## src/rtl/lzc_pkg.sv

```systemverilog
// Shared types and helpers for the leading-zero/one counter pipeline.
// Holds the scan mode encoding and the count-width function.
package lzc_pkg;

  typedef enum logic {
    LZC_ZEROS = 1'b0,
    LZC_ONES  = 1'b1
  } lzc_mode_t;

  function automatic int lzc_cnt_width(input int width);
    return $clog2(width + 1);
  endfunction

endpackage

```

## src/rtl/lzc_norm_pipe_if.sv

```systemverilog
// Valid/ready bundle between producer, lzc_norm_pipe and consumer.
// The master side feeds words and consumes results; the slave is the block.
interface lzc_norm_pipe_if
  import lzc_pkg::*;
#(
  parameter int DATA_WIDTH = 32,
  parameter int CNT_WIDTH  = lzc_cnt_width(DATA_WIDTH)
);
  logic                  in_valid;
  logic                  in_ready;
  logic [DATA_WIDTH-1:0] in_data;
  logic                  in_mode;
  logic                  out_valid;
  logic                  out_ready;
  logic [CNT_WIDTH-1:0]  out_cnt;
  logic [DATA_WIDTH-1:0] out_norm;
  logic                  out_zero;

  modport master (
    output in_valid, in_data, in_mode, out_ready,
    input  in_ready, out_valid, out_cnt, out_norm, out_zero
  );

  modport slave (
    input  in_valid, in_data, in_mode, out_ready,
    output in_ready, out_valid, out_cnt, out_norm, out_zero
  );
endinterface

```

## src/rtl/leading_zeros.sv

```systemverilog
// Combinational leading-zero counter, MSB first.
// Returns WIDTH when the word holds no set bit.
module leading_zeros
  import lzc_pkg::*;
#(
  parameter int WIDTH     = 16,
  parameter int CNT_WIDTH = lzc_cnt_width(WIDTH)
) (
  input  logic [WIDTH-1:0]     i_data,
  output logic [CNT_WIDTH-1:0] o_cnt
);
  // Later (higher) set bits override earlier ones, so the MSB-most wins.
  always_comb begin
    o_cnt = CNT_WIDTH'(WIDTH);
    for (int i = 0; i < WIDTH; i++) begin
      if (i_data[i]) o_cnt = CNT_WIDTH'(WIDTH - 1 - i);
    end
  end
endmodule

```

## src/rtl/lzc_norm_pipe.sv

```systemverilog
// Two-stage leading-zero/one counter with normalising shift.
// Stage 1 counts each half; stage 2 combines, shifts and flags.
module lzc_norm_pipe
  import lzc_pkg::*;
#(
  parameter int DATA_WIDTH = 32,
  parameter int CNT_WIDTH  = lzc_cnt_width(DATA_WIDTH)
) (
  input logic          clk,
  input logic          rst,
  lzc_norm_pipe_if.slave bus
);
  localparam int HI  = DATA_WIDTH - DATA_WIDTH / 2;
  localparam int LO  = DATA_WIDTH / 2;
  localparam int HCW = lzc_cnt_width(HI);
  localparam int LCW = lzc_cnt_width(LO);

  lzc_mode_t             w_mode;
  logic [DATA_WIDTH-1:0] w_op;
  logic [HCW-1:0]        w_hi_cnt;
  logic [LCW-1:0]        w_lo_cnt;
  logic                  w_s1_load;
  logic                  w_s2_load;
  logic [CNT_WIDTH-1:0]  w_cnt;

  logic                  r_s1_valid;
  logic [HCW-1:0]        r_hi_cnt;
  logic                  r_hi_all;
  logic [LCW-1:0]        r_lo_cnt;
  logic [DATA_WIDTH-1:0] r_s1_data;

  logic                  r_out_valid;
  logic [CNT_WIDTH-1:0]  r_out_cnt;
  logic [DATA_WIDTH-1:0] r_out_norm;
  logic                  r_out_zero;

  // Ones mode scans the inverted word; the shift still uses the original.
  assign w_mode = lzc_mode_t'(bus.in_mode);
  assign w_op   = (w_mode == LZC_ONES) ? ~bus.in_data : bus.in_data;

  leading_zeros #(.WIDTH(HI)) u_lz_hi (
    .i_data (w_op[DATA_WIDTH-1:LO]),
    .o_cnt  (w_hi_cnt)
  );

  leading_zeros #(.WIDTH(LO)) u_lz_lo (
    .i_data (w_op[LO-1:0]),
    .o_cnt  (w_lo_cnt)
  );

  assign w_s2_load = !r_out_valid || bus.out_ready;
  assign w_s1_load = !r_s1_valid || w_s2_load;
  assign bus.in_ready = w_s1_load && !rst;

  always_ff @(posedge clk or posedge rst) begin
    if (rst) begin
      r_s1_valid <= 1'b0;
      r_hi_cnt   <= '0;
      r_hi_all   <= 1'b0;
      r_lo_cnt   <= '0;
      r_s1_data  <= '0;
    end else if (w_s1_load) begin
      r_s1_valid <= bus.in_valid;
      if (bus.in_valid) begin
        r_hi_cnt  <= w_hi_cnt;
        r_hi_all  <= (w_hi_cnt == HCW'(HI));
        r_lo_cnt  <= w_lo_cnt;
        r_s1_data <= bus.in_data;
      end
    end
  end

  assign w_cnt = r_hi_all ? CNT_WIDTH'(HI) + CNT_WIDTH'(r_lo_cnt)
                          : CNT_WIDTH'(r_hi_cnt);

  always_ff @(posedge clk or posedge rst) begin
    if (rst) begin
      r_out_valid <= 1'b0;
      r_out_cnt   <= '0;
      r_out_norm  <= '0;
      r_out_zero  <= 1'b0;
    end else if (w_s2_load) begin
      r_out_valid <= r_s1_valid;
      if (r_s1_valid) begin
        r_out_cnt  <= w_cnt;
        r_out_norm <= r_s1_data << w_cnt;
        r_out_zero <= (w_cnt == CNT_WIDTH'(DATA_WIDTH));
      end
    end
  end

  assign bus.out_valid = r_out_valid;
  assign bus.out_cnt   = r_out_cnt;
  assign bus.out_norm  = r_out_norm;
  assign bus.out_zero  = r_out_zero;
endmodule

```

## src/flat_wrapper.sv

```systemverilog
// flat-port wrapper written by rule: the top's interface ports become plain ports
module lzc_norm_pipe_flat import lzc_pkg::*;
#(
  parameter int DATA_WIDTH = 32,
  parameter int CNT_WIDTH  = lzc_cnt_width(DATA_WIDTH)
)
  (clk, rst, bus_in_valid, bus_in_data, bus_in_mode, bus_out_ready, bus_in_ready, bus_out_valid, bus_out_cnt, bus_out_norm, bus_out_zero);
  lzc_norm_pipe_if #(.DATA_WIDTH(DATA_WIDTH), .CNT_WIDTH(CNT_WIDTH)) bus_i ();
  input logic clk;
  input logic rst;
  input wire logic [$bits(bus_i.in_valid)-1:0] bus_in_valid;
  input wire logic [$bits(bus_i.in_data)-1:0] bus_in_data;
  input wire logic [$bits(bus_i.in_mode)-1:0] bus_in_mode;
  input wire logic [$bits(bus_i.out_ready)-1:0] bus_out_ready;
  output wire logic [$bits(bus_i.in_ready)-1:0] bus_in_ready;
  output wire logic [$bits(bus_i.out_valid)-1:0] bus_out_valid;
  output wire logic [$bits(bus_i.out_cnt)-1:0] bus_out_cnt;
  output wire logic [$bits(bus_i.out_norm)-1:0] bus_out_norm;
  output wire logic [$bits(bus_i.out_zero)-1:0] bus_out_zero;
  assign bus_i.in_valid = bus_in_valid;
  assign bus_i.in_data = bus_in_data;
  assign bus_i.in_mode = bus_in_mode;
  assign bus_i.out_ready = bus_out_ready;
  assign bus_in_ready = bus_i.in_ready;
  assign bus_out_valid = bus_i.out_valid;
  assign bus_out_cnt = bus_i.out_cnt;
  assign bus_out_norm = bus_i.out_norm;
  assign bus_out_zero = bus_i.out_zero;
  lzc_norm_pipe #(.DATA_WIDTH(DATA_WIDTH), .CNT_WIDTH(CNT_WIDTH)) u_core (.clk(clk), .rst(rst), .bus(bus_i));
endmodule
```

## config.mk

```make
export PLATFORM = sky130hd
export DESIGN_NAME = lzc_norm_pipe_flat
export DESIGN_NICKNAME = d
export VERILOG_FILES = /design/src/rtl/lzc_pkg.sv /design/src/rtl/lzc_norm_pipe_if.sv /design/src/rtl/leading_zeros.sv /design/src/rtl/lzc_norm_pipe.sv /design/src/flat_wrapper.sv
export SDC_FILE = /design/constraint.sdc
export NUM_CORES = 1
export LEC_CHECK = 0
export BUFFER_PORTS_ARGS = -buffer_cell sky130_fd_sc_hd__buf_2
export CELL_PAD_IN_SITES_DETAIL_PLACEMENT = 0
export CELL_PAD_IN_SITES_GLOBAL_PLACEMENT = 1
export CORE_MARGIN = 2
export CORE_UTILIZATION = 48
export CTS_CLUSTER_DIAMETER = 150
export CTS_CLUSTER_SIZE = 28
export DETAILED_ROUTE_END_ITERATION = 10
export PLACE_DENSITY_LB_ADDON = 0.1
export SETUP_SLACK_MARGIN = 0.02
export SLEW_MARGIN = 5
export SYNTH_ARGS = -nofsm -noshare
export SYNTH_HDL_FRONTEND = slang
export SYNTH_SLANG_ARGS = --single-unit
```

## constraint.sdc

```tcl
create_clock -name clk -period 5.4 [get_ports clk]
set_input_delay 0.81 -clock clk [delete_from_list [all_inputs] [get_ports clk]]
set_output_delay 0.81 -clock clk [all_outputs]
set_load 0.05 [all_outputs]
```

==> impl_metrics.toml <==
[detailed_routing]
remaining_drc_errors = 0
wl_per_cell_um = 18.5
ant_nets = 0
vias_per_cell = 6.02
drt_iter0_drc = 363
wirelength_um = 14200
drt_pre_antenna_iters = 5
dr_total_vias = 4619

[clock_network]
tritoncts = "built"
path_clk_slew_ns = 0.06
hold_buffers = 0
ctsResizeCount = 0
htree_levels = 3
post_cts_buffers = 0
clockBufferDepth = 2
clk_latency_ns = 0.34
cts.sink_count = 84
numCtsBuffers = 9
clock-root-buffer = "clkbuf_16"

[placement]
io_buffers = 77
place_congestion = 0.883
dp_cells = 751
hpwl_um = 10600
dpl_cell_area_mm2 = 0.00586
place_ws_ns = 1.89

[run_status]
status = "finished clean"

[critical_path]
crit_type = "flop to flop"
crit_chain = "mux2i_4 > buf_4 > mux4_1 > a22oi_1 > mux2i_1 > o21ai_0 > o21ai_1"
cp.required_ns = 5.63
worstSetupStartpointType = "flop"
cp_slowest_stage_delay_ns = 0.85
crit_buf_inv = 1
end_kind = "flop"
arrival_ns = 3.87
critPathSlowestCell = "mux2i_4"
critPathMaxFanout = 22
crit_family = "multiplexers"

[power]
clkPwrFrac_pct = 28.5
powerDensity_mw_per_mm2 = 426
pwr-share-seq_pct = 32.7
netSwitchingFraction_pct = 39.4
p_leak_uw = 0.00286
comb_power_share_pct = 38.8
p_switching_uw = 1050
intPower_uw = 1610
ir_drop_v = 0.000214

[final_layout]
instances_no_fill = 767
areaGrowthSynthToFinish_pct = 14.7
nets = 659
final_util_pct = 57.0
final_area_mm2 = 0.00623
antenna_cells = 0
drive_above_1_share_pct = 23.3

[die]
coreArea_mm2 = 0.0109
die-area_mm2 = 0.0122
rows = 38
initial_core_util_pct = 49.7
fp.dieW_um = 110
io_pins = 78
die_h_um = 110

[synth]
netlist.area_leader.share_pct = 38.7
netlist_area_mm2 = 0.00543
yosys-top-cells-count = "dfrtp_1, nand2_1, mux2i_1"
ys_seq_area_share_pct = 38.7
synth_top_cell_by_area = "dfrtp_1"
synth_area_leaders = "dfrtp_1, mux2i_1, mux2_2, mux4_2, nand2_1"
yosysWarnings = 0
syn_inst = 562
synth_edf_count = 0
synth.most_common_cell = "dfrtp_1"
syn_avg_cell_area_um2 = 9.66
synthDistinctLibCells = 52
syn_nets = 599
synth_ff_type = "dfrtp_1"
synthArstFlopShare_pct = 100
synth_seq_cells = 84

[sta]
finalMaxSlewViolations = 0
worst-slew-pin-transition_ns = 1.29
setup_tns_ns = 0
rsz0062_at_grt = "false"
final.setup.worst_slack_ns = 1.75
slew_headroom_pct = 12.3
period_minus_slack_ns = 3.65
hold_viol = 0
skew_ns = 0.00650
fin_crit_sh_pct = 67.6
setup_violations = 0
max_clock_freq_ghz = 0.274

[global_route]
grt_max_degree = 53
grt_usage_pct = 24.5
grt_pass1_wl_um = 22900
antenna_found_initial = 0
overflow = 0
first_global_vias = 4297

[job]
cap_violations = 0

[min_path]
hold_path_class = "flop to flop"
[cell families after synthesis]
kind of cell	after synthesis	share of synthesized area (%)
buffers and inverters	44	4.01
AO/OA/AOI/OAI	148	17.7
multiplexers	102	23.9
AND/OR/NAND/NOR	184	15.7
flip-flops	84	38.7
[worst paths after layout]
| path | start | end | slack [ns] | cells past startpoint |
|---|---|---|---|---|
| min in group asynchronous | rst | u_core.bus.out_cnt[5] | 0.55 | 2 |
| min reg2reg | u_core.bus.out_norm[21] | u_core.bus.out_norm[21] | 0.47 | 2 |
| max in group asynchronous | rst | u_core.r_lo_cnt[0] | 3.83 | 3 |
| min | u_core.bus.out_norm[21] | u_core.bus.out_norm[21] | 0.47 | 2 |
| max reg2reg | u_core.r_hi_all | u_core.bus.out_norm[29] | 1.75 | 7 |
| max | u_core.r_hi_all | u_core.bus.out_norm[29] | 1.75 | 7 |
[power by group through the flow]
stage / clock, uW / sequential, uW / combinational [uW]
after detailed placement: 0 / 879 / 1030
after CTS: 761 / 867 / 1030
after floorplan: 0 / 1160 / 481
after global routing: 796 / 885 / 1110
final: 757 / 868 / 1030
after global placement: 0 / 873 / 1020
[routing by layer]
metal	global-route usage, %	up-vias	wire length [um]
li1	-	2242	-
met1	36.1	2203	6780
met2	37.3	155	6380
met3	3.70	19	802
met4	7.32	0	247
met5	0	-	0
[layout make-up]
class / instances / area [um^2]
Fill cell: 1008 / 4700
Multi-Input combinational cell: 434 / 3110
Sequential cell: 84 / 2100
Timing Repair Buffer: 84 / 438
Clock buffer: 12 / 246
Tap cell: 140 / 175
Clock inverter: 4 / 120
Inverter: 9 / 35.0
[tightest hold or removal path: stages (launching register included)]
cell	delay, ns
dfrtp_1	0.34
nand2_1	0.05
nand2_1	0.05
[through the flow]
stage | hold WS, ns | power, uW
CTS | 0.471 | 2660
detailed placement | 0.457 | 1900
finish | 0.466 | 2650
global placement | 0.451 | 1890
floorplan | 0.449 | 1640
global route | 0.497 | 2790
[registers in the layout, summed over array words and instances (netlist names)]
register	count
u_core.bus.out_valid	1
u_core.r_s1_valid	1
u_core.r_lo_cnt	5
u_core.r_hi_all	1
u_core.bus.out_norm	32
u_core.bus.out_zero	1
u_core.r_hi_cnt	5
u_core.r_s1_data	32
u_core.bus.out_cnt	6
[cell usage in the layout, fill, tap and decap left out, types with 5 or more instances in the layout]
| cell | count |
|---|---|
| a21o_1 | 5 |
| a21oi_1 | 27 |
| a22o_1 | 13 |
| a22oi_1 | 7 |
| a31oi_1 | 5 |
| and3_1 | 14 |
| buf_2 | 77 |
| buf_4 | 7 |
| clkbuf_16 | 9 |
| dfrtp_1 | 84 |
| inv_1 | 8 |
| mux2_2 | 29 |
| mux2i_1 | 53 |
| mux4_2 | 14 |
| nand2_1 | 69 |
| nand2b_1 | 7 |
| nand3_1 | 23 |
| nor2_1 | 31 |
| nor3_1 | 19 |
| o21ai_0 | 48 |
| o22ai_1 | 9 |
| or3_1 | 6 |
Power figures use the tool's default switching activity.
